==> src/rtl/frame_responder_if.sv <==
// Byte-stream handshake between a UART rx/tx pair and the frame responder.
// The responder takes the slave side; the UART (or a bench) takes the master side.
interface frame_responder_if;
    logic       rx_done;
    logic [7:0] rx_data;
    logic       tx_busy;
    logic       tx_start;
    logic [7:0] tx_data;
    logic       frame_ok;
    logic       frame_err;
    logic [1:0] status;
    logic [7:0] err_count;

    modport master (
        output rx_done, rx_data, tx_busy,
        input  tx_start, tx_data, frame_ok, frame_err, status, err_count
    );

    modport slave (
        input  rx_done, rx_data, tx_busy,
        output tx_start, tx_data, frame_ok, frame_err, status, err_count
    );
endinterface

==> src/rtl/frame_responder.sv <==
// Receives MSG_LEN payload bytes plus a CRC-8 byte, checks the CRC and answers with
// ACK + echoed payload + CRC on success, or a single NAK on failure.
module frame_responder #(
    parameter int unsigned MSG_LEN        = 3,
    parameter int unsigned TIMEOUT_CYCLES = 50000
) (
    input  logic             i_clk,
    input  logic             i_reset,
    frame_responder_if.slave bus
);

    localparam int unsigned CntW = $clog2(MSG_LEN + 2);
    localparam int unsigned TmoW = $clog2(TIMEOUT_CYCLES + 1);
    localparam int unsigned BufW = (MSG_LEN > 1) ? $clog2(MSG_LEN) : 1;

    typedef enum logic [2:0] {
        StIdle,
        StRecv,
        StCheck,
        StTxLoad,
        StTxWaitHi,
        StTxWaitLo
    } state_e;

    state_e          r_state;
    state_e          w_state_next;
    logic [CntW-1:0] r_cnt;
    logic [7:0]      r_crc;
    logic [7:0]      r_crc_pay;
    logic [TmoW-1:0] r_idle;
    logic [CntW-1:0] r_tx_idx;
    logic            r_ok;
    logic [7:0]      r_tx_data;
    logic [1:0]      r_status;
    logic [7:0]      r_err_count;
    logic [7:0]      r_buf [MSG_LEN];

    logic            w_rx_accept;
    logic [CntW-1:0] w_store_idx;
    logic [7:0]      w_crc_base;
    logic [7:0]      w_crc_next;
    logic            w_crc_ok;
    logic            w_timeout;
    logic            w_last_rx;
    logic            w_last_byte;
    logic            w_load_byte;
    logic            w_err_event;
    logic [CntW-1:0] w_next_idx;
    logic            w_next_ok;
    logic [7:0]      w_next_byte;

    function automatic logic [7:0] crc8_step(input logic [7:0] crc, input logic [7:0] data);
        logic [7:0] c;
        c = crc ^ data;
        for (int i = 0; i < 8; i++) begin
            c = c[7] ? ((c << 1) ^ 8'h07) : (c << 1);
        end
        return c;
    endfunction

    always_comb begin
        w_rx_accept = bus.rx_done && ((r_state == StIdle) || (r_state == StRecv));
        w_store_idx = (r_state == StIdle) ? '0 : r_cnt;
        w_crc_base  = (r_state == StIdle) ? 8'h00 : r_crc;
        w_crc_next  = crc8_step(w_crc_base, bus.rx_data);
        w_crc_ok    = (r_crc == 8'h00);
        w_last_rx   = (r_state == StRecv) && bus.rx_done && (r_cnt == CntW'(MSG_LEN));
        // The idle counter reloads on every byte, so it only runs between bytes.
        w_timeout   = (r_state == StRecv) && !bus.rx_done &&
                      (r_idle == TmoW'(TIMEOUT_CYCLES - 1));
        w_last_byte = (r_tx_idx == (r_ok ? CntW'(MSG_LEN + 1) : '0));
        w_load_byte = (r_state == StCheck) ||
                      ((r_state == StTxWaitLo) && !bus.tx_busy && !w_last_byte);
        w_err_event = ((r_state == StCheck) && !w_crc_ok) || w_timeout;
    end

    // Reply stream: index 0 is ACK/NAK, then the payload, then the payload CRC.
    always_comb begin
        w_next_idx = (r_state == StCheck) ? '0 : r_tx_idx + CntW'(1);
        w_next_ok  = (r_state == StCheck) ? w_crc_ok : r_ok;
        if (w_next_idx == '0) begin
            w_next_byte = w_next_ok ? 8'h06 : 8'h15;
        end else if (w_next_idx == CntW'(MSG_LEN + 1)) begin
            w_next_byte = r_crc_pay;
        end else begin
            w_next_byte = r_buf[BufW'(w_next_idx - CntW'(1))];
        end
    end

    always_ff @(posedge i_clk) begin
        if (i_reset) begin
            r_state <= StIdle;
        end else begin
            r_state <= w_state_next;
        end
    end

    always_comb begin
        w_state_next = r_state;
        unique case (r_state)
            StIdle:     if (bus.rx_done) w_state_next = StRecv;
            StRecv: begin
                if (w_last_rx) begin
                    w_state_next = StCheck;
                end else if (w_timeout) begin
                    w_state_next = StIdle;
                end
            end
            StCheck:    w_state_next = StTxLoad;
            StTxLoad:   if (!bus.tx_busy) w_state_next = StTxWaitHi;
            StTxWaitHi: if (bus.tx_busy) w_state_next = StTxWaitLo;
            StTxWaitLo: if (!bus.tx_busy) w_state_next = w_last_byte ? StIdle : StTxLoad;
            default:    w_state_next = StIdle;
        endcase
    end

    always_comb begin
        bus.tx_start  = !i_reset && (r_state == StTxLoad) && !bus.tx_busy;
        bus.frame_ok  = !i_reset && (r_state == StCheck) && w_crc_ok;
        bus.frame_err = !i_reset && w_err_event;
        bus.tx_data   = r_tx_data;
        bus.status    = r_status;
        bus.err_count = r_err_count;
    end

    always_ff @(posedge i_clk) begin
        if (i_reset) begin
            r_cnt       <= '0;
            r_crc       <= 8'h00;
            r_crc_pay   <= 8'h00;
            r_idle      <= '0;
            r_tx_idx    <= '0;
            r_ok        <= 1'b0;
            r_tx_data   <= 8'h00;
            r_status    <= 2'b11;
            r_err_count <= 8'h00;
        end else begin
            if (r_state == StIdle) begin
                r_cnt  <= '0;
                r_crc  <= 8'h00;
                r_idle <= '0;
            end
            if (w_rx_accept) begin
                r_crc  <= w_crc_next;
                r_cnt  <= w_store_idx + CntW'(1);
                r_idle <= '0;
                if (w_store_idx == CntW'(MSG_LEN - 1)) begin
                    r_crc_pay <= w_crc_next;
                end
            end else if (r_state == StRecv) begin
                r_idle <= r_idle + TmoW'(1);
            end
            if (r_state == StCheck) begin
                r_ok     <= w_crc_ok;
                r_status <= w_crc_ok ? 2'b01 : 2'b00;
            end
            if (w_timeout) begin
                r_status <= 2'b10;
            end
            if (w_err_event && (r_err_count != 8'hFF)) begin
                r_err_count <= r_err_count + 8'd1;
            end
            if (w_load_byte) begin
                r_tx_idx  <= w_next_idx;
                r_tx_data <= w_next_byte;
            end
        end
    end

    always_ff @(posedge i_clk) begin
        if (w_rx_accept && (w_store_idx < CntW'(MSG_LEN))) begin
            r_buf[BufW'(w_store_idx)] <= bus.rx_data;
        end
    end

endmodule

==> src/flat_wrapper.sv <==
// flat-port wrapper written by rule: the top's interface ports become plain ports
module frame_responder_flat 
#(
    parameter int unsigned MSG_LEN        = 3,
    parameter int unsigned TIMEOUT_CYCLES = 50000
)
  (i_clk, i_reset, bus_rx_done, bus_rx_data, bus_tx_busy, bus_tx_start, bus_tx_data, bus_frame_ok, bus_frame_err, bus_status, bus_err_count);
  frame_responder_if bus_i ();
  input  logic i_clk;
  input  logic i_reset;
  input wire logic [$bits(bus_i.rx_done)-1:0] bus_rx_done;
  input wire logic [$bits(bus_i.rx_data)-1:0] bus_rx_data;
  input wire logic [$bits(bus_i.tx_busy)-1:0] bus_tx_busy;
  output wire logic [$bits(bus_i.tx_start)-1:0] bus_tx_start;
  output wire logic [$bits(bus_i.tx_data)-1:0] bus_tx_data;
  output wire logic [$bits(bus_i.frame_ok)-1:0] bus_frame_ok;
  output wire logic [$bits(bus_i.frame_err)-1:0] bus_frame_err;
  output wire logic [$bits(bus_i.status)-1:0] bus_status;
  output wire logic [$bits(bus_i.err_count)-1:0] bus_err_count;
  assign bus_i.rx_done = bus_rx_done;
  assign bus_i.rx_data = bus_rx_data;
  assign bus_i.tx_busy = bus_tx_busy;
  assign bus_tx_start = bus_i.tx_start;
  assign bus_tx_data = bus_i.tx_data;
  assign bus_frame_ok = bus_i.frame_ok;
  assign bus_frame_err = bus_i.frame_err;
  assign bus_status = bus_i.status;
  assign bus_err_count = bus_i.err_count;
  frame_responder #(.MSG_LEN(MSG_LEN), .TIMEOUT_CYCLES(TIMEOUT_CYCLES)) u_core (.i_clk(i_clk), .i_reset(i_reset), .bus(bus_i));
endmodule
==> config.mk <==
export PLATFORM = sky130hd
export DESIGN_NAME = frame_responder_flat
export DESIGN_NICKNAME = d
export VERILOG_FILES = /design/src/rtl/frame_responder_if.sv /design/src/rtl/frame_responder.sv /design/src/flat_wrapper.sv
export SDC_FILE = /design/constraint.sdc
export NUM_CORES = 1
export LEC_CHECK = 0
export ABC_CLOCK_PERIOD_IN_PS = 3600
export BUFFER_PORTS_ARGS = -buffer_cell sky130_fd_sc_hd__buf_2
export CORE_ASPECT_RATIO = 0.6
export CORE_MARGIN = 10
export CORE_UTILIZATION = 45
export CTS_BUF_LIST = sky130_fd_sc_hd__clkbuf_8
export CTS_CLUSTER_DIAMETER = 100
export CTS_CLUSTER_SIZE = 16
export DETAILED_ROUTE_END_ITERATION = 7
export SLEW_MARGIN = 20
export SYNTH_ARGS = -nofsm -noshare
export SYNTH_HDL_FRONTEND = slang
export SYNTH_SLANG_ARGS = --single-unit
==> constraint.sdc <==
create_clock -name i_clk -period 3.6 [get_ports i_clk]
set_clock_uncertainty 0.2 [all_clocks]
set_input_delay 0.36 -clock i_clk [delete_from_list [all_inputs] [get_ports i_clk]]
set_output_delay 0.36 -clock i_clk [all_outputs]
set_load 0.03 [all_outputs]
# == Yosys cells after proc, flatten, opt, wreduce, memory -nomap -nowiden ==
# Memories as Yosys holds them, arrays and structs flattened.
# Cells that the tools add are included.
# W data, S select, Z words.
# totals
register_bits,60
ramBits,24
n_memories,1
# mem_list
name,depth,word_bits,read_ports,rd_clocked_by_memory_dff,wr,line_no,rtl
u_core.r_buf,3,8,1,0,1,frame_responder.sv:36,logic [7:0] r_buf [MSG_LEN];
# classes
addsub,5
magnitude_cmp,1
n_eq_ne,16
mux,33
n_bitwise,9
reduce_logical,32
# op_table
operator,n
$mux W3,18
$mux W16,2
$mux W8,4
$not A3 Y3,8
$pmux W3 S6,1
$add A16 B1 Y16 const B,1
$eq A16 B16 Y1 const B,1
$logic_and A1 B1 Y1,15
$eq A3 B2 Y1 const B,4
$eq A3 B3 Y1 const B,3
$add A8 B1 Y8 const B,1
$logic_not A8 Y1,1
$ne A2 B2 Y1 const B,4
$ne A8 B8 Y1 const B,1
$xor A8 B8 Y8,1
$add A3 B1 Y3 const B,2
$logic_not A3 Y1,2
$mux W1,6
$logic_not A1 Y1,5
$mux W5,1
$reduce_and A5 Y1,1
$reduce_bool A2 Y1,2
$reduce_or A2 Y1,2
$eq A3 B1 Y1 const B,1
7 further kinds,9

# == Longest topological paths before layout ==
# depth
word_depth,20
depth_mapped,9
mapped_depth_nobuf,9

# == Worst setup path after synthesis ==
# OpenSTA, ideal clock, no wires.
# synth_timing
path_type,register to register
from,register u_core.r_state[2]
to,memory u_core.r_buf[2][0] (enable)
arrival_ps,2009
required_ps,3025
path_slack_ps,1015
stages_incl_launch_ff,8
n_path_buf,2
synth_period_minus_slack_ps,2585
cell_sequence,dfxtp_1 or3_1 clkbuf_1 clkbuf_1 and2_1 ha_1 nand3_1 a21oi_1
# synth_between
elab_chain_len,6
# synth_lines
element,line_no,rtl
start: declaration,frame_responder.sv:25,state_e r_state;
start signal: assignment,frame_responder.sv:92,r_state <= StIdle;
start signal: assignment,frame_responder.sv:94,r_state <= w_state_next;
$logic_not A3 Y1 / $eq A3 B1 Y1 (equally long branches),"frame_responder.sv:62, frame_responder.sv:63",
$mux W3 / $logic_or A1 B1 Y1 (equally long branches),"frame_responder.sv:63, frame_responder.sv:62",
$lt A3 B2 Y1 / $logic_and A1 B1 Y1 (equally long branches),"frame_responder.sv:171, frame_responder.sv:62",
$logic_and A1 B1 Y1,frame_responder.sv:171,if (w_rx_accept && (w_store_idx < CntW'(MSG_LEN))) begin
$mux W1,frame_responder.sv:171,
$mux W1 (not written as such),frame_responder.sv:172,r_buf[BufW'(w_store_idx)] <= bus.rx_data;
end: declaration,frame_responder.sv:36,
# Parallel ways exist; a longest one is shown, timed or not.

# == Worst setup path after layout ==
# layout_timing
from,register u_core.r_crc[2]
to,output port bus_frame_err
# layout_between
elab_chain_len,5
# layout_lines
element,line_no,rtl
start: declaration,frame_responder.sv:28,logic [7:0] r_crc;
start signal: assignment,frame_responder.sv:144,r_crc <= w_crc_next;
$logic_not A8 Y1,frame_responder.sv:66,w_crc_ok = (r_crc == 8'h00);
$logic_not A1 Y1,frame_responder.sv:74,w_err_event = ((r_state == StCheck) && !w_crc_ok) || w_timeout;
$logic_and A1 B1 Y1,frame_responder.sv:74,
$logic_or A1 B1 Y1,frame_responder.sv:74,
$logic_and A1 B1 Y1,frame_responder.sv:120,bus.frame_err = !i_reset && w_err_event;
end: declaration,flat_wrapper.sv:17,output wire logic [$bits(bus_i.frame_err)-1:0] bus_frame_err;
# Every way passes these cells.

==> summary.txt <==
Timing
  – RSZ-0062 raised after global routing: false
  – Final Hold Fails: 0
  – Final Critical Period: around 3.1 ns
  – Final Max Tran Viols: 0
  – Fmax: between 300 and 400 MHz
  – Worst hold slack: ~0.025 ns
  – Final Setup Violations: 0
  – Setup TNS: 0 ns
  – Crit share post-route: 0.874
  – Relative slew slack: 0.395
  – Actual slew at the worst max-slew pin: ~0.90 ns

Placed design
  – Buffers on Ports: 32
  – DP HPWL: between 7 and 8 mm
  – GPL Wtd Cong: 0.881

Power and ir drop
  – Leakage power: roughly 1.7 nW
  – PD cells: between 400 and 500 mW/mm^2
  – Sw Share: 0.257
  – VDD IR-drop max: 0.154 mV
  – Clock Power Share: 0.341
  – Sw power: between 0.0004 and 0.0005 W
  – Combinational cell fraction of total power: 0.122
  – Flop pwr share: 0.537
  – Int Power: ~0.0014 W

Final layout
  – Layout cells sized above 1: 0.131
  – Diode count: 0
  – Post-layout util: 0.514
  – Final-stage net count: 511
  – Multi-input logic area: between 0.002 and 0.0025 mm^2
  – Sequential cell area: between 0.0015 and 0.002 mm^2
  – P&R area growth vs syn: 11.3%
  – Filler cells: between 800 and 900

Die
  – Rows: 27
  – Core area: just over 0.009 mm^2
  – Die W: between 100 and 150 um
  – I/O pin total: 33
  – Die Ht: 95.1 um
  – Die ar.: around 0.014 mm^2
  – Starting density of the core: 0.462

Synth
  – Mapped Area: about 0.0042 mm^2
  – Mux share of post-synthesis cell area: 0.0243
  – Synth async-reset ratio: 0
  – Syn_nets: between 400 and 500
  – Count of cell types in the netlist: 54
  – Syn Area/Cell: 9.19 um^2
  – Ys Warns: 0
  – Compound-cell area share of the yosys netlist: 0.131
  – Largest family of logic cells by synthesized area: simple AND/OR/NAND/NOR gates
  – Adder-Cell Fraction of Synth Area: 0.0266
  – Xor and xnor area share after synthesis: 0.103
  – Yosys reg bits: 84
  – EDFF count, synth: 24
  – Sequential element share of the synthesized area: 0.454
  – Synth Flop Type: dfxtp_1
  – Cells after Synth: between 400 and 500
  – Simple-Gate Fraction of Synth Area: 0.235

Global route
  – Largest net degree at the start of global routing: 38
  – Initial antenna violation count: 0
  – Vias in the first global route: just over 3k
  – Tot GR Track Use: 0.151
  – Overflow after GRT: 0
  – First-pass GRT wire length: 16.7 mm

CTS
  – H-tree depth: 3
  – Clock latency at the later pin of the worst-skew pair: 0.36 ns
  – Worst-path clk slew: 0.08 ns
  – TritonCTS clock tree: yes
  – Cts bufs inserted: 9
  – Postcts setup bufs: 0
  – CTS root buf: clkbuf_8
  – Cts repair resizes: 0
  – Hold-fix buffers, CTS: 0
  – CTS Buffer Depth: 2
  – Number of clock sinks: 84

Detailed routing
  – Pre-Repair DR Iteration Count: 5
  – DRC: 0
  – Starting DRT DRC Count: 291
  – Via count: ~3.4k
  – Routed Antenna Nets: 0
  – WL/cell: between 15 and 20 um
  – Total wire length: 10.3 mm
  – Drt via density: around 5.4

Min path
  – HP Class: in -> reg

Setup path
  – Req. time, crit path: around 3 ns
  – Nature of the critical path endpoint: output pin
  – CP Class: reg -> out
  – Crit path max fanout: 10
  – Crit path arrival time: between 2 and 3 ns
  – Critical Path Start Type: flop

Run
  – Total of max-cap violations: 0

Outcome
  – Status: finished clean
==> cell usage in the layout, fill, tap and decap left out, types with 5 or more instances in the layout <==
cell	count
nor2_1	61
dfxtp_1	60
nand2_1	42
a21oi_1	37
buf_2	32
xnor2_1	28
edfxtp_1	24
nor3_1	19
nand3_1	19
o21ai_0	17
inv_1	12
a211oi_1	11
and2_1	9
xor2_1	9
ha_1	9
clkbuf_8	9
mux2i_1	8
nand2b_1	7
nor2b_1	7
buf_4	6
nor4_1	5
a22oi_1	5
==> critical path: stages, from the launching register on <==
cell	delay [ns]
dfxtp_1	0.35
nor4_1	0.79
a21oi_1	0.28
a31oi_2	0.52
nor2_1	0.08
buf_2	0.21
==> cells by family after synthesis <==
family | after synthesis
compound gates | 90
xor+xnor | 42
fa+ha+maj | 9
buf+inv | 28
flops | 84
mux | 10
simple gates | 197
==> registers in the layout, summed over array words and instances (netlist names) <==
name                  cells
u_core.r_crc              8
u_core.bus.err_count      8
u_core.r_buf             24
u_core.r_cnt              3
u_core.bus.tx_data        8
u_core.r_ok               1
u_core.r_state            3
u_core.bus.status         2
u_core.r_idle            16
u_core.r_tx_idx           3
u_core.r_crc_pay          8
==> synthesized netlist by cell type (3+ instances only) <==
cell type | n | area [um^2]
a211oi_1 | 11 | 82.6
a21oi_1 | 37 | 185
a22oi_1 | 5 | 37.5
a31oi_1 | 4 | 25.0
and2_1 | 9 | 56.3
and3_1 | 4 | 25.0
buf_2 | 3 | 15.0
clkbuf_1 | 16 | 60.1
dfxtp_1 | 60 | 1200
edfxtp_1 | 24 | 721
ha_1 | 9 | 113
inv_1 | 9 | 33.8
mux2i_1 | 8 | 80.1
nand2_1 | 42 | 158
nand2b_1 | 7 | 43.8
nand3_1 | 19 | 95.1
nand4_1 | 3 | 18.8
nand4b_1 | 3 | 26.3
nor2_1 | 61 | 229
nor2b_1 | 7 | 43.8
nor3_1 | 19 | 95.1
nor3b_1 | 3 | 22.5
nor4_1 | 5 | 31.3
o21ai_0 | 17 | 85.1
or2_2 | 3 | 18.8
xnor2_1 | 28 | 245
xnor3_1 | 3 | 67.6
xor2_1 | 9 | 78.8
==> power groups by stage <==
stage          Combinational [W]  Clock (W)  Sequential (W)
2_1_floorplan           0.000171          0         0.00103
3_3_place_gp            0.000227          0         0.00104
3_5_place_dp            0.000229          0         0.00104
4_1_cts                 0.000230   0.000668         0.00101
5_1_grt                 0.000253   0.000707         0.00102
6_report                0.000231   0.000643         0.00101
==> path summary, 6_finish.rpt <==
check        slack (ns)                  start                    end  cells after the start
max                0.45        u_core.r_crc[2]          bus_frame_err                      5
min                0.03         bus_rx_data[1]     u_core.r_buf[1][1]                      1
max reg2reg        0.58      u_core.r_state[1]  u_core.bus.tx_data[1]                      8
min reg2reg        0.25  u_core.bus.tx_data[3]  u_core.bus.tx_data[3]                      2
==> layout make-up <==
cell class | instances | share of cell area
Clock buffer | 9 | 0.0263
Clock inverter | 7 | 0.0130
Inverter | 9 | 0.00718
Multi-Input combinational cell | 348 | 0.467
Sequential cell | 84 | 0.408
Tap cell | 130 | 0.0346
Timing Repair Buffer | 38 | 0.0436
==> stage by stage <==
stage | instance area (um^2) | total power (W) | setup WS (ns) | cells
finish | 4710 | 0.00189 | 0.453 | 625
global route | 4710 | 0.00198 | 0.352 | 625
CTS | 4710 | 0.00191 | 0.532 | 625
detailed placement | 4520 | 0.00127 | 0.617 | 609
global placement | 4520 | 0.00126 | 0.806 | 609
floorplan | 4230 | 0.00120 | 1.02 | 460
==> layer usage <==
| layer | GRT usage | share of wire | vias to the layer above |
|---|---|---|---|
| met5 | 0 | 0 | - |
| met4 | 0.0519 | 0.0094 | 0 |
| met3 | 0.0444 | 0.080 | 9 |
| met2 | 0.190 | 0.37 | 111 |
| met1 | 0.234 | 0.54 | 1540 |
| li1 | - | - | 1691 |
(Power assumes the default switching activity.)
